[config.mk]
export PLATFORM = sky130hd
export DESIGN_NAME = parallel_to_serial
export DESIGN_NICKNAME = d
export VERILOG_FILES = /design/src/rtl/hog_pkg.sv /design/src/rtl/parallel_to_serial_slice_counter.sv /design/src/rtl/parallel_to_serial.sv
export SDC_FILE = /design/constraint.sdc
export NUM_CORES = 1
export LEC_CHECK = 0
export BUFFER_PORTS_ARGS = -buffer_cell sky130_fd_sc_hd__clkbuf_2
export CAP_MARGIN = 0
export CORE_MARGIN = 3
export CORE_UTILIZATION = 25
export DETAILED_ROUTE_END_ITERATION = 16
export GPL_TIMING_DRIVEN = 1
export PLACE_DENSITY = 0.45
export REMOVE_ABC_BUFFERS = 1
export SYNTH_ARGS = -nofsm -noshare
export SYNTH_HDL_FRONTEND = slang
export SYNTH_HIERARCHICAL = 1
export SYNTH_SLANG_ARGS = --single-unit
export TNS_END_PERCENT = 1
[constraint.sdc]
create_clock -name clk -period 2.3 [get_ports clk]
set_input_delay 0.23 -clock clk [delete_from_list [all_inputs] [get_ports clk]]
set_output_delay 0.23 -clock clk [all_outputs]
set_load 0.01 [all_outputs]
[src/rtl/hog_pkg.sv]
// Shared definitions for the HOG/SVM datapath width-conversion blocks.
package hog_pkg;

  typedef enum logic {
    ST_IDLE  = 1'b0,
    ST_SHIFT = 1'b1
  } state_t;

  // Counter must hold RATIO itself, not just RATIO-1.
  function automatic int unsigned cnt_w(input int unsigned ratio);
    return $clog2(ratio + 1);
  endfunction

endpackage

[src/rtl/parallel_to_serial_slice_counter.sv]
// Loadable down-counter tracking how many slices of the held word remain.
module slice_counter
  import hog_pkg::*;
#(
  parameter int unsigned RATIO = 2,
  parameter int unsigned CNT_W = cnt_w(RATIO)
) (
  input  logic             clk,
  input  logic             rst,
  input  logic             clear,
  input  logic             load,
  input  logic             dec,
  output logic [CNT_W-1:0] cnt,
  output logic             is_one
);

  always_ff @(posedge clk) begin
    if (rst || clear) begin
      cnt <= '0;
    end else if (load) begin
      cnt <= CNT_W'(RATIO);
    end else if (dec) begin
      cnt <= cnt - CNT_W'(1);
    end
  end

  assign is_one = (cnt == CNT_W'(1));

endmodule

[src/rtl/parallel_to_serial.sv]
// Splits a RATIO*DATA_W word into RATIO slices, MSB slice first, with
// ready/valid on both sides and same-cycle reload after the last slice.
module parallel_to_serial
  import hog_pkg::*;
#(
  parameter int unsigned DATA_W = 32,
  parameter int unsigned RATIO  = 2
) (
  input  logic                    clk,
  input  logic                    rst,
  input  logic                    clear,
  input  logic [DATA_W*RATIO-1:0] i_data,
  input  logic                    i_valid,
  output logic                    i_ready,
  output logic [DATA_W-1:0]       o_data,
  output logic                    o_valid,
  output logic                    o_last,
  input  logic                    o_ready
);

  localparam int unsigned CNT_W  = cnt_w(RATIO);
  localparam int unsigned WIDE_W = DATA_W * RATIO;

  state_t             state;
  state_t             state_n;
  logic [WIDE_W-1:0]  sreg;
  logic [CNT_W-1:0]   cnt;
  logic               is_one;
  logic               load;
  logic               dec;
  logic               acc;
  logic               emit;

  assign o_valid = (state == ST_SHIFT);
  assign o_last  = o_valid & is_one;
  assign o_data  = sreg[WIDE_W-1 -: DATA_W];
  assign i_ready = ~rst & ~clear & (~o_valid | (o_last & o_ready));
  assign acc     = i_valid & i_ready;
  assign emit    = o_valid & o_ready;

  always_comb begin
    state_n = state;
    load    = 1'b0;
    dec     = 1'b0;
    unique case (state)
      ST_IDLE: begin
        if (acc) begin
          load    = 1'b1;
          state_n = ST_SHIFT;
        end
      end
      ST_SHIFT: begin
        if (emit) begin
          if (!is_one) begin
            // Zero check keeps the counter from ever wrapping.
            dec = (cnt != '0);
          end else if (acc) begin
            load = 1'b1;
          end else begin
            state_n = ST_IDLE;
          end
        end
      end
      default: state_n = ST_IDLE;
    endcase
  end

  always_ff @(posedge clk) begin
    if (rst || clear) begin
      state <= ST_IDLE;
    end else begin
      state <= state_n;
    end
  end

  always_ff @(posedge clk) begin
    if (rst || clear) begin
      sreg <= '0;
    end else if (load) begin
      sreg <= i_data;
    end else if (dec) begin
      sreg <= sreg << DATA_W;
    end
  end

  slice_counter #(
    .RATIO (RATIO),
    .CNT_W (CNT_W)
  ) u_slice_counter (
    .clk    (clk),
    .rst    (rst),
    .clear  (clear),
    .load   (load),
    .dec    (dec),
    .cnt    (cnt),
    .is_one (is_one)
  );

endmodule

Word level (Yosys, flattened, before mapping)
Index checks and enable logic that the tools add are counted.

Word-level logic and storage cells: 34. Bits in registers: 67. Output and inout port bits: 35.

Mux-type cells: 14. Reduce and logical (&&, ||, !) cells: 4. Eq/ne operators: 1. Bitwise operators: 10. $add $sub $neg: 1.

Operators by type and width (count): two-way mux 64 bit (2); two-way mux 1 bit (8); AND 1 bit (6); two-way mux 2 bit (2); case mux 1 bit (2 select lines) (2); nonzero test 2 bit (2); NOT 1 bit (3); == test 2 x 1 -> 1 bit (second input constant) (1); OR reduction 2 bit (1); subtractor 2 x 1 -> 2 bit (second input constant) (1); logical OR 1 bit (1); bitwise OR 1 bit (1).

Longest topological paths before layout
Gate-level depths: netlist of run 1.

Depth in word-level cells: 11. Depth in mapped cells: 8. Mapped depth without buffers: 6.

By module
The synthesis of run 1 kept the hierarchy.

By module, submodules not included: parallel_to_serial (area an instance 3647.2 sq um, sequential area each 1301.2 sq um, cells an instance 453, instances 1); slice_counter (area an instance 97.6 sq um, sequential area each 40.0 sq um, cells an instance 9, instances 1).

Least setup slack after synthesis of run 1
Ideal clock, no wire load.

Path kind: register -> register. From: reg u_slice_counter.cnt[1]. To: reg u_slice_counter.cnt[1]. Path slack: 0.670 ns. Period minus slack after synthesis: 1.630 ns. Cell stages (with the launch flop): 9. Required time: 2.177 ns. Path buffers: 2. Data arrival time: 1.507 ns. Path through: dfxtp_1 > inv_1 > ha_1 > nor2b_1 > and3_1 > clkbuf_1 > buf_2 > mux2i_1 > a211oi_2.

Elaborated cells on any way between the ends: 18. Classes of those cells: add/sub: 1; eq/ne: 1; mux: 9; bitwise: 5; reduce/logical: 2.

RTL lines: start, declared (RTL line parallel_to_serial_slice_counter.sv:13) `output logic [CNT_W-1:0] cnt,`; start signal, assigned (RTL line parallel_to_serial_slice_counter.sv:21) `cnt <= CNT_W'(RATIO);`; start signal, assigned (RTL line parallel_to_serial_slice_counter.sv:23) `cnt <= cnt - CNT_W'(1);`; == test 2 x 1 -> 1 bit (RTL line parallel_to_serial_slice_counter.sv:27) `assign is_one = (cnt == CNT_W'(1));`; named net is_one (RTL line parallel_to_serial.sv:28) `logic is_one;`; two-way mux 1 bit (RTL line parallel_to_serial.sv:54) `if (!is_one) begin`; two-way mux 1 bit (RTL line parallel_to_serial.sv:53) `if (emit) begin`; two-way mux 1 bit (RTL line parallel_to_serial.sv:45) `unique case (state)`; named net dec (RTL line parallel_to_serial.sv:30) `logic dec;`; nonzero test 2 bit (no line).

The timed path passes the listed nets, and every way through them passes these cells. The select of a mux whose other input is x is not followed. A chain may end at the register's enable or synchronous reset.

Worst setup path in the final report of run 1
From: reg u_slice_counter.cnt[0]. To: out i_ready.

Cells in the longest elaborated chain, start to end: 5.

Ends and longest elaborated chain: == test 2 x 1 -> 1 bit (RTL line parallel_to_serial_slice_counter.sv:27); named net is_one (RTL line parallel_to_serial.sv:28); AND 1 bit (RTL line parallel_to_serial.sv:35) `assign o_last = o_valid & is_one;`; AND 1 bit (RTL line parallel_to_serial.sv:37) `assign i_ready = ~rst & ~clear & (~o_valid | (o_last & o_ready));`; bitwise OR 1 bit (RTL line parallel_to_serial.sv:37); AND 1 bit (RTL line parallel_to_serial.sv:37); end, declared (RTL line parallel_to_serial.sv:14) `output logic i_ready,`.

The timed path passes the listed nets, and every way through them passes these cells.

==> results.rst, run 1 <==
.. list-table::
   :header-rows: 1

   * - Metric
     - Value
   * - Critical-path maximum fanout
     - between 60 and 70
   * - Async set-reset flop share out of synthesis
     - 0
   * - Leading cell types by count after synthesis
     - 67 x sky130_fd_sc_hd__dfxtp_1, 67 x sky130_fd_sc_hd__inv_1, 64 x sky130_fd_sc_hd__a31oi_1
   * - Detailed-routing iteration count for the pre-antenna-repair pass
     - 5
   * - Initial antenna violation count
     - 0
   * - CTS tree
     - built
   * - Required time worst endpoint
     - around 2.1 ns
   * - Nature of the critical path startpoint
     - register
   * - Number of nets at the end of the flow
     - 569
   * - Category of the critical setup timing path
     - register to output port
   * - Std-Cell Core Area
     - roughly 15000 um^2
   * - Hold Crit Class
     - input port to register
   * - Place WS
     - roughly 0.34 ns
   * - Largest area contributor in the synthesized netlist
     - sky130_fd_sc_hd__dfxtp_1
   * - Clk sink count
     - 67
   * - Setup ws final
     - roughly 0.18 ns
   * - Number of buffers added on ports
     - 103
   * - Detailed Route Iter0 Violations
     - approximately 160
   * - Number of endpoints with negative hold slack in the final report
     - 0
   * - Global router's overall resource usage
     - 0.1404
   * - Placed standard-cell area
     - between 4000 and 5000 um^2
   * - Worst Clk Skew
     - 0.003988 ns
   * - Outcome
     - completed
   * - Global route hottest layer
     - met2
   * - Synthesized cell area
     - about 3700 um^2
   * - Count of hold buffers inserted by post-cts repair
     - 0
   * - Fraction of synthesized cell area taken by the top area cell type
     - 0.3582
   * - Number of top-level pins
     - between 100 and 150
   * - Final core occ
     - 0.3004
   * - P_leak
     - 1.841 nW
   * - Final routed DRC violation total
     - 0
   * - Width of the chip
     - 128.4 um
   * - Largest buffer count on any clock path
     - 2
   * - WP data arrival
     - 1.89 ns
   * - Total vias in the final route
     - about 3500
   * - Max capacitance violation total
     - 0
   * - Pwr dens
     - about 650 nW/um^2
   * - Routed vias/inst
     - approximately 5.0
   * - Total length of routed wires
     - about 11 mm
   * - Largest net degree at the start of global routing
     - 67
   * - Clock tree root driver cell
     - sky130_fd_sc_hd__clkbuf_16
   * - Number of flip-flops and latches in the synthesized netlist
     - between 60 and 70
   * - Die area
     - around 16000 um^2
   * - Worst max-slew margin expressed relative to the limit
     - 0.4804
   * - Synth area leaders
     - sky130_fd_sc_hd__dfxtp_1 36%, sky130_fd_sc_hd__a31oi_1 11%, sky130_fd_sc_hd__and4_1 7.5%
   * - Remaining antenna violation count
     - 0
   * - Number of levels the H-tree was split into
     - 3
   * - Total instance count after detailed placement
     - between 600 and 700
   * - Total congestion overflow
     - 0
   * - Number of buffers created by CTS
     - 9
   * - Proportion of layout cells with a drive suffix above 1
     - 0.2718
   * - Via count of the first global-routing pass
     - approximately 3600
   * - Antenna cells
     - 0
   * - Peak supply drop
     - 0.2967 mV
   * - Initial standard-cell utilization of the core
     - 0.2567
   * - Main flop type after synthesis
     - sky130_fd_sc_hd__dfxtp_1
   * - Area Overhead vs Synth
     - 17.04%
   * - Tcrit/Tclk final
     - 0.9200
   * - Met3 track utilization from global routing
     - 0.04981
   * - RSZ-0062 raised after global routing
     - false
   * - Non-filler cells in the finished layout
     - roughly 700
   * - Final GP Congestion
     - a little over 0.7
   * - Synthesized instance count
     - ~460
   * - Number of placement rows
     - between 40 and 50
   * - Worst-skew pair later-pin latency
     - 0.33 ns
   * - Met1 Track Usage GR
     - 0.1750
   * - Combined flip-flop and latch cell area
     - between 1000 and 1500 um^2
   * - Drt wl/cell
     - around 17 um
   * - Wire length of the first global-routing pass
     - about 18 mm
   * - Number of unique standard cell types used by synthesis
     - 27
   * - Multi-input gate area in the final layout
     - around 1700 um^2
   * - Hpwl dp
     - about 6.9 mm
   * - Maximum clock frequency
     - around 0.47 GHz
   * - Count of endpoints failing setup in the final report
     - 0
   * - Clock slew seen by the registers of the worst setup and hold paths
     - 0.05 ns
   * - Average cell area after synthesis
     - just over 8 um^2
   * - Seq/Total Area, Yosys
     - 0.3582
   * - Number of enable-type register cells in the synthesized netlist
     - 0
   * - Critical path capture point type
     - output port
   * - Met2 Use GR
     - 0.2298
   * - Clock period minus final worst setup slack
     - approximately 2.1 ns
   * - Filler Cell Count
     - about 1600
   * - Min Hold Slack
     - between 0.1 and 0.15 ns
   * - Overall die height
     - between 100 and 150 um
   * - Warnings, synthesis
     - 6
   * - Transition time of the tightest slew-check pin
     - 0.7794 ns
   * - Final count of pins violating max slew
     - 0
   * - Post-route cell area
     - about 4400 um^2
## flip-flops by register name (all words and copies together) (netlist names)
name and flops:
o_valid 1, sreg 64, u_slice_counter/cnt 2
## per-layer routing
metal | part of all wire | wire length (um)
met5 | 0 | 0
met4 | 0.0042 | 48
met1 | 0.45 | 5175
met2 | 0.49 | 5581
met3 | 0.059 | 672
## per-stage QoR
step	total power, mW	setup TNS (ns)
2_1_floorplan	1.358	-73.07
3_3_place_gp	1.534	0
3_5_place_dp	1.534	0
4_1_cts	2.905	0
5_1_grt	3.006	0
6_report	2.850	0
## path summary, 6_finish.rpt
kind	startpoint	cells past startpoint	slack, ns	end
min	clear	2	0.15	u_slice_counter/cnt[1]
max reg2reg	u_slice_counter/cnt[0]	4	0.42	sreg[5]
max	u_slice_counter/cnt[0]	5	0.18	i_ready
min reg2reg	sreg[16]	2	0.45	sreg[16]
## critical path, cell delays in order, from the launching register on
cell	delay, ns
sky130_fd_sc_hd__dfxtp_1	0.37
sky130_fd_sc_hd__ha_1	0.26
sky130_fd_sc_hd__a21bo_2	0.18
sky130_fd_sc_hd__clkbuf_8	0.41
sky130_fd_sc_hd__and2_1	0.20
sky130_fd_sc_hd__clkbuf_2	0.13
## placed cells by master, fill, tap and decap left out, types with 2 or more instances in the layout
cell and instances:
sky130_fd_sc_hd__o31a_1 32, sky130_fd_sc_hd__inv_1 67, sky130_fd_sc_hd__or2_2 2, sky130_fd_sc_hd__clkbuf_16 9, sky130_fd_sc_hd__buf_4 11, sky130_fd_sc_hd__nand4_1 32
sky130_fd_sc_hd__clkbuf_1 2, sky130_fd_sc_hd__a31oi_1 64, sky130_fd_sc_hd__nand2_1 32, sky130_fd_sc_hd__clkbuf_2 103, sky130_fd_sc_hd__clkbuf_8 5, sky130_fd_sc_hd__and4_1 32
sky130_fd_sc_hd__and2_1 2, sky130_fd_sc_hd__dfxtp_1 67, sky130_fd_sc_hd__o31ai_1 32
## final cells by class
class / count / share of cell area
inverters: 67 / 0.05738
clock buffers: 15 / 0.06566
multi-input cells: 239 / 0.3777
clock inverters: 1 / 0.001142
repair buffers: 115 / 0.1396
flip-flops and latches: 67 / 0.3060
well taps: 184 / 0.05253
## cells by family after synthesis
| kind of cell | count (synthesis) | synth area share |
|---|---|---|
| AO/OA/AOI/OAI | 131 | 0.2533 |
| XOR/XNOR | 1 | 0.002339 |
| adder cells (fa/ha/maj) | 1 | 0.003341 |
| buffers and inverters | 156 | 0.2041 |
| flip-flops | 67 | 0.3582 |
| multiplexers | 1 | 0.002673 |
| AND/OR/NAND/NOR | 105 | 0.1761 |
## timing repair
item / in CTS / in global routing
buffers inserted: 0 / 0
setup endpoints to repair: 1 / 1
resized for setup: 1 / 1
## power breakdown
part           switching [mW]  internal [mW]  total [mW]
Sequential             0.0153           1.19        1.21
Clock                   0.497          0.847        1.34
Combinational           0.188          0.108       0.297
No activity file was read; power rests on OpenSTA's default activity.
==> inputs of run 2 (changes only) <==
==> constraint.sdc (replaced) <==
create_clock -name clk -period 2.3 [get_ports clk]
set_input_delay 0.46 -clock clk [delete_from_list [all_inputs] [get_ports clk]]
set_output_delay 0.46 -clock clk [all_outputs]
set_load 0.01 [all_outputs]
==> run 2 against run 1 <==
Net effect:
- utilization is 0.25 points higher
- final cell count is 0.44% higher
- sequential cell count stayed put
- final area is 0.83% higher
- setup slack better by 0.16 ns
- first-iteration DRC count is 28% higher
- total power is 0.99% lower
- non-clock buffer count is 4 higher
- count of clock-buffer cells in the layout is 2 lower
- via count is 2.1% higher
- fmax is 8.1% higher
- worst hold slack better by 0.23 ns
- critical path type unchanged
- critical endpoint unchanged
- largest cell class unchanged
- largest power group unchanged
==> results.rst, run 2 (synthesis gave the netlist of run 1 again) <==
.. list-table::
   :header-rows: 1

   * - Metric
     - Value
   * - Non-filler cells in the finished layout
     - between 600 and 700
   * - Post-route cell area
     - about 4400 um^2
   * - Number of levels the H-tree was split into
     - 3
   * - Clock period minus final worst setup slack
     - a little under 2 ns
   * - Drt wl/cell
     - about 17 um
   * - Proportion of layout cells with a drive suffix above 1
     - 0.2781
   * - Number of placement rows
     - 44
   * - Final count of pins violating max slew
     - 0
   * - Max capacitance violation total
     - 0
   * - Final routed DRC violation total
     - 0
   * - Std-Cell Core Area
     - 14590 um^2
   * - Setup ws final
     - approximately 0.34 ns
   * - Total length of routed wires
     - approximately 11 mm
   * - Overall die height
     - approximately 130 um
   * - Width of the chip
     - 128.4 um
   * - Number of nets at the end of the flow
     - ~570
   * - Worst Clk Skew
     - about 0.0057 ns
   * - P_leak
     - between 1.5 and 2 nW
   * - RSZ-0062 raised after global routing
     - false
   * - Total vias in the final route
     - about 3500
   * - Number of buffers added on ports
     - about 100
   * - Routed vias/inst
     - slightly above 5
   * - Antenna cells
     - 0
   * - Final GP Congestion
     - ~0.75
   * - Clk sink count
     - 67
   * - Transition time of the tightest slew-check pin
     - 0.8124 ns
   * - Detailed-routing iteration count for the pre-antenna-repair pass
     - 4
   * - Number of top-level pins
     - 104
   * - Remaining antenna violation count
     - 0
   * - Count of hold buffers inserted by post-cts repair
     - 0
   * - Clock tree root driver cell
     - sky130_fd_sc_hd__clkbuf_16
   * - Most frequent standard cell in the layout excluding fill and tap cells
     - sky130_fd_sc_hd__clkbuf_2
   * - Filler Cell Count
     - ~1600
   * - Clock slew seen by the registers of the worst setup and hold paths
     - around 0.06 ns
   * - Nature of the critical path startpoint
     - register
   * - Final core occ
     - 0.3029
   * - Maximum clock frequency
     - 0.5108 GHz
   * - Max reg flops
     - 64
   * - Area Overhead vs Synth
     - 18.01%
   * - Initial antenna violation count
     - 0
   * - Required time worst endpoint
     - roughly 1.8 ns
   * - Number of endpoints with negative hold slack in the final report
     - 0
   * - Hold Crit Class
     - input port to register
   * - Largest buffer count on any clock path
     - 2
   * - Via count of the first global-routing pass
     - 3469
   * - Largest net degree at the start of global routing
     - 50
   * - Die area
     - 16480 um^2
   * - Commonest non-fill, non-tap cells in the layout
     - 103 x sky130_fd_sc_hd__clkbuf_2, 67 x sky130_fd_sc_hd__inv_1, 67 x sky130_fd_sc_hd__dfxtp_1
   * - Count of endpoints failing setup in the final report
     - 0
   * - Detailed Route Iter0 Violations
     - a little under 200
   * - Wire length of the first global-routing pass
     - 18.12 mm
   * - Worst-case reg-to-reg path depth
     - 6
   * - WP data arrival
     - 1.50 ns
   * - Hpwl dp
     - slightly above 7 mm
   * - Place WS
     - 0.5274 ns
   * - Outcome
     - completed
   * - Resized Gates After CTS
     - 0
   * - Most flop-heavy register
     - sreg
   * - Total congestion overflow
     - 0
   * - Global router's overall resource usage
     - 0.1398
   * - Category of the critical setup timing path
     - register to output port
   * - Peak supply drop
     - roughly 0.3 mV
   * - Total instance count after detailed placement
     - between 600 and 700
   * - Pwr dens
     - 638.5 nW/um^2
   * - Worst-skew pair later-pin latency
     - roughly 0.33 ns
   * - # Post-CTS Setup Buffers
     - 0
   * - CTS tree
     - built
   * - Worst Hold Depth
     - 3
   * - Number of buffers created by CTS
     - 9
   * - Critical path capture point type
     - output port
   * - Tcrit/Tclk final
     - 0.8511
   * - Critical-path maximum fanout
     - 4
   * - Initial standard-cell utilization of the core
     - 0.2567
   * - Placed standard-cell area
     - between 4000 and 5000 um^2
   * - Worst max-slew margin expressed relative to the limit
     - 0.4584
-- run 2: cell types whose count changed in the layout (fill, tap and decap cells not counted), sizes merged --
cell	change
buf	+5
clkbuf	-3
clkinv	+1
-- run 2: layer usage --
| metal | share of wire | global-route usage | vias up | wire length, um |
|---|---|---|---|---|
| li1 | - | - | 1729 | - |
| met1 | 0.47 | 0.1838 | 1697 | 5389 |
| met2 | 0.46 | 0.2222 | 110 | 5234 |
| met3 | 0.058 | 0.03736 | 11 | 661 |
| met4 | 0.010 | 0.04744 | 0 | 116 |
| met5 | 0 | 0 | - | 0 |
-- run 2: path summary, 6_finish.rpt --
kind              endpoint                    from  slack [ns]
setup / recovery   i_ready  u_slice_counter/cnt[1]        0.34
hold reg to reg   sreg[15]                sreg[15]        0.45
hold / removal    sreg[10]              i_data[10]        0.38
setup reg to reg  sreg[37]  u_slice_counter/cnt[1]        0.52
-- run 2: metrics by stage --
stage / hold WS (ns) / setup TNS, ns / power (mW)
6_report: 0.3795 / 0 / 2.822
5_1_grt: 0.3752 / 0 / 2.951
4_1_cts: 0.3640 / 0 / 2.868
3_5_place_dp: 0.4440 / 0 / 1.547
3_3_place_gp: 0.4395 / 0 / 1.542
2_1_floorplan: 0.4311 / -80.89 / 1.358
-- run 2: layout make-up --
type / count / area [um^2] / share of cell area
clock inverter: 2 / 10.01 / 0.002265
clock buffer: 13 / 270.3 / 0.06116
timing repair buffer: 119 / 660.6 / 0.1495
multi-input combinational: 239 / 1655 / 0.3746
inverter: 67 / 251.5 / 0.05691
sequential: 67 / 1341 / 0.3035
tap: 184 / 230.2 / 0.05210
-- run 2: critical path, stage by stage, from the launching register on --
cell,delay (ns)
sky130_fd_sc_hd__dfxtp_1,0.35
sky130_fd_sc_hd__inv_1,0.05
sky130_fd_sc_hd__ha_1,0.23
sky130_fd_sc_hd__a21bo_2,0.25
sky130_fd_sc_hd__and2_1,0.15
sky130_fd_sc_hd__clkbuf_2,0.13
-- run 2: power breakdown --
group	switching, mW	internal [mW]	leakage (nW)	total (mW)
Combinational	0.194	0.115	1.17	0.309
Sequential	0.0153	1.19	0.544	1.21
Clock	0.495	0.808	0.141	1.30
==> inputs of run 3 (changes only) <==
--- a/config.mk
+++ b/config.mk
@@ -12,7 +12,6 @@
 export DETAILED_ROUTE_END_ITERATION = 16
 export GPL_TIMING_DRIVEN = 1
 export PLACE_DENSITY = 0.45
-export REMOVE_ABC_BUFFERS = 1
 export SYNTH_ARGS = -nofsm -noshare
 export SYNTH_HDL_FRONTEND = slang
 export SYNTH_HIERARCHICAL = 1
==> run 3 against run 2 <==
Net effect:
- die area did not move
- via count fell by 2.3%
- fmax fell by 0.30%
- utilization barely moved
- clock power rose by 11%
- routed wire length fell by 0.16%
- final cell count fell by 0.29%
- global-route usage rose by 0.15 points
- first-iteration DRC count fell by 9.6%
- sequential share of layout area barely moved
- critical endpoint unchanged
- highest routed layer unchanged
==> results.rst, run 3 (synthesis gave the netlist of run 1 again) <==
.. list-table::
   :header-rows: 1

   * - Metric
     - Value
   * - Max reg flops
     - 64
   * - Place WS
     - 0.4797 ns
   * - Number of placement rows
     - 44
   * - Number of top-level pins
     - 104
   * - Tcrit/Tclk final
     - 0.8536
   * - P_leak
     - ~1.9 nW
   * - Number of endpoints with negative hold slack in the final report
     - 0
   * - Wire length of the first global-routing pass
     - ~18 mm
   * - Total vias in the final route
     - between 3000 and 4000
   * - Width of the chip
     - 128.4 um
   * - CP bufs+invs
     - 2
   * - Critical path capture point type
     - output port
   * - Antenna cells
     - 0
   * - Nature of the critical path startpoint
     - register
   * - Proportion of layout cells with a drive suffix above 1
     - 0.2752
   * - Hpwl dp
     - approximately 7.3 mm
   * - Category of the critical setup timing path
     - register to output port
   * - TNS Setup
     - 0 ns
   * - Max capacitance violation total
     - 0
   * - Worst Clk Skew
     - 0.005513 ns
   * - Count of hold buffers inserted by post-cts repair
     - 0
   * - Number of buffers created by CTS
     - 9
   * - Routed vias/inst
     - about 5.0
   * - Total design power
     - just under 3 mW
   * - Post-route cell area
     - 4417 um^2
   * - Count of endpoints failing setup in the final report
     - 0
   * - Number of buffers added on ports
     - between 100 and 150
   * - Clock slew seen by the registers of the worst setup and hold paths
     - about 0.050 ns
   * - RSZ-0062 raised after global routing
     - false
   * - Worst setup startpoint
     - u_slice_counter/cnt[1]
   * - Most frequent standard cell in the layout excluding fill and tap cells
     - sky130_fd_sc_hd__clkbuf_2
   * - Most flop-heavy register
     - sreg
   * - Peak supply drop
     - 0.4240 mV
   * - Clk sink count
     - 67
   * - Std-Cell Core Area
     - about 15000 um^2
   * - Syn Nets
     - roughly 530
   * - Detailed Route Iter0 Violations
     - about 180
   * - Worst max-slew margin expressed relative to the limit
     - 0.5304
   * - Critical-path maximum fanout
     - 4
   * - Number of nets at the end of the flow
     - 570
   * - Hold Crit Class
     - input port to register
   * - Worst hold start
     - clear
   * - Largest buffer count on any clock path
     - 2
   * - Die area
     - about 16000 um^2
   * - Detailed-routing iteration count for the pre-antenna-repair pass
     - 4
   * - Outcome
     - completed
   * - Family of cells with the greatest summed delay on the critical path
     - flip-flops
   * - Setup ws final
     - approximately 0.34 ns
   * - Global router's overall resource usage
     - 0.1413
   * - Transition time of the tightest slew-check pin
     - roughly 0.70 ns
   * - Placed standard-cell area
     - about 4000 um^2
   * - # Post-CTS Setup Buffers
     - 0
   * - Clock tree root driver cell
     - sky130_fd_sc_hd__clkbuf_16
   * - Final GP Congestion
     - around 0.74
   * - Final routed DRC violation total
     - 0
   * - Worst-skew pair later-pin latency
     - 0.34 ns
   * - Number of levels the H-tree was split into
     - 3
   * - Worst r2r src
     - u_slice_counter/cnt[1]
   * - Final count of pins violating max slew
     - 0
   * - Total congestion overflow
     - 0
   * - Pwr dens
     - around 670 nW/um^2
   * - Via count of the first global-routing pass
     - approximately 3500
   * - CTS tree
     - built
   * - Initial antenna violation count
     - 0
   * - Clock period minus final worst setup slack
     - a little under 2 ns
   * - Crit path max-delay cell type
     - sky130_fd_sc_hd__dfxtp_1
   * - Overall die height
     - around 130 um
   * - CP max stage delay
     - 0.33 ns
   * - Total length of routed wires
     - around 11 mm
   * - Remaining antenna violation count
     - 0
   * - Commonest non-fill, non-tap cells in the layout
     - 103 x sky130_fd_sc_hd__clkbuf_2, 67 x sky130_fd_sc_hd__inv_1, 67 x sky130_fd_sc_hd__dfxtp_1
   * - Initial standard-cell utilization of the core
     - 0.2567
   * - Drt wl/cell
     - 16.52 um
   * - Area Overhead vs Synth
     - 17.94%
   * - Worst path cell trace
     - inv_1 > ha_1 > a21bo_2 > and2_1 > clkbuf_2
   * - Resized Gates After CTS
     - 0
   * - Maximum clock frequency
     - ~0.51 GHz
   * - Largest net degree at the start of global routing
     - 65
   * - WP data arrival
     - 1.50 ns
   * - Final core occ
     - 0.3027
   * - Required time worst endpoint
     - between 1.5 and 2 ns
-- run 3: through the flow --
step / cells / hold slack (ns)
6_report: 689 / 0.3587
5_1_grt: 689 / 0.3555
3_3_place_gp: 673 / 0.4396
4_1_cts: 689 / 0.3399
3_5_place_dp: 673 / 0.4444
2_1_floorplan: 462 / 0.4311
-- run 3: area by class of cell --
| cell class | count | area (um^2) |
|---|---|---|
| Tap cell | 184 | 230.2 |
| Clock buffer | 12 | 266.5 |
| Multi-Input combinational cell | 239 | 1654 |
| Fill cell | 1575 | 10170 |
| Clock inverter | 4 | 47.55 |
| Sequential cell | 67 | 1341 |
| Timing Repair Buffer | 116 | 625.6 |
| Inverter | 67 | 251.5 |
-- run 3: where the power goes --
group,switching (mW),total [mW],internal (mW),leakage [nW]
Sequential,0.0166,1.21,1.19,0.544
Clock,0.518,1.44,0.923,0.155
Combinational,0.188,0.298,0.111,1.16
Total,0.723,2.95,2.23,1.85
-- run 3: path summary, 6_finish.rpt --
check | endpoint | slack [ns] | cells past startpoint
worst max-delay path | i_ready | 0.34 | 5
worst min-delay path | u_slice_counter/cnt[1] | 0.36 | 2
worst max register to register | sreg[47] | 0.48 | 6
worst min register to register | sreg[6] | 0.45 | 2
-- run 3: layer usage --
metal / GRT usage / up-vias / share of wire
li1: - / 1721 / -
met1: 0.1854 / 1636 / 0.47
met2: 0.2145 / 94 / 0.45
met3: 0.04732 / 16 / 0.062
met4: 0.05493 / 0 / 0.017
met5: 0 / - / 0
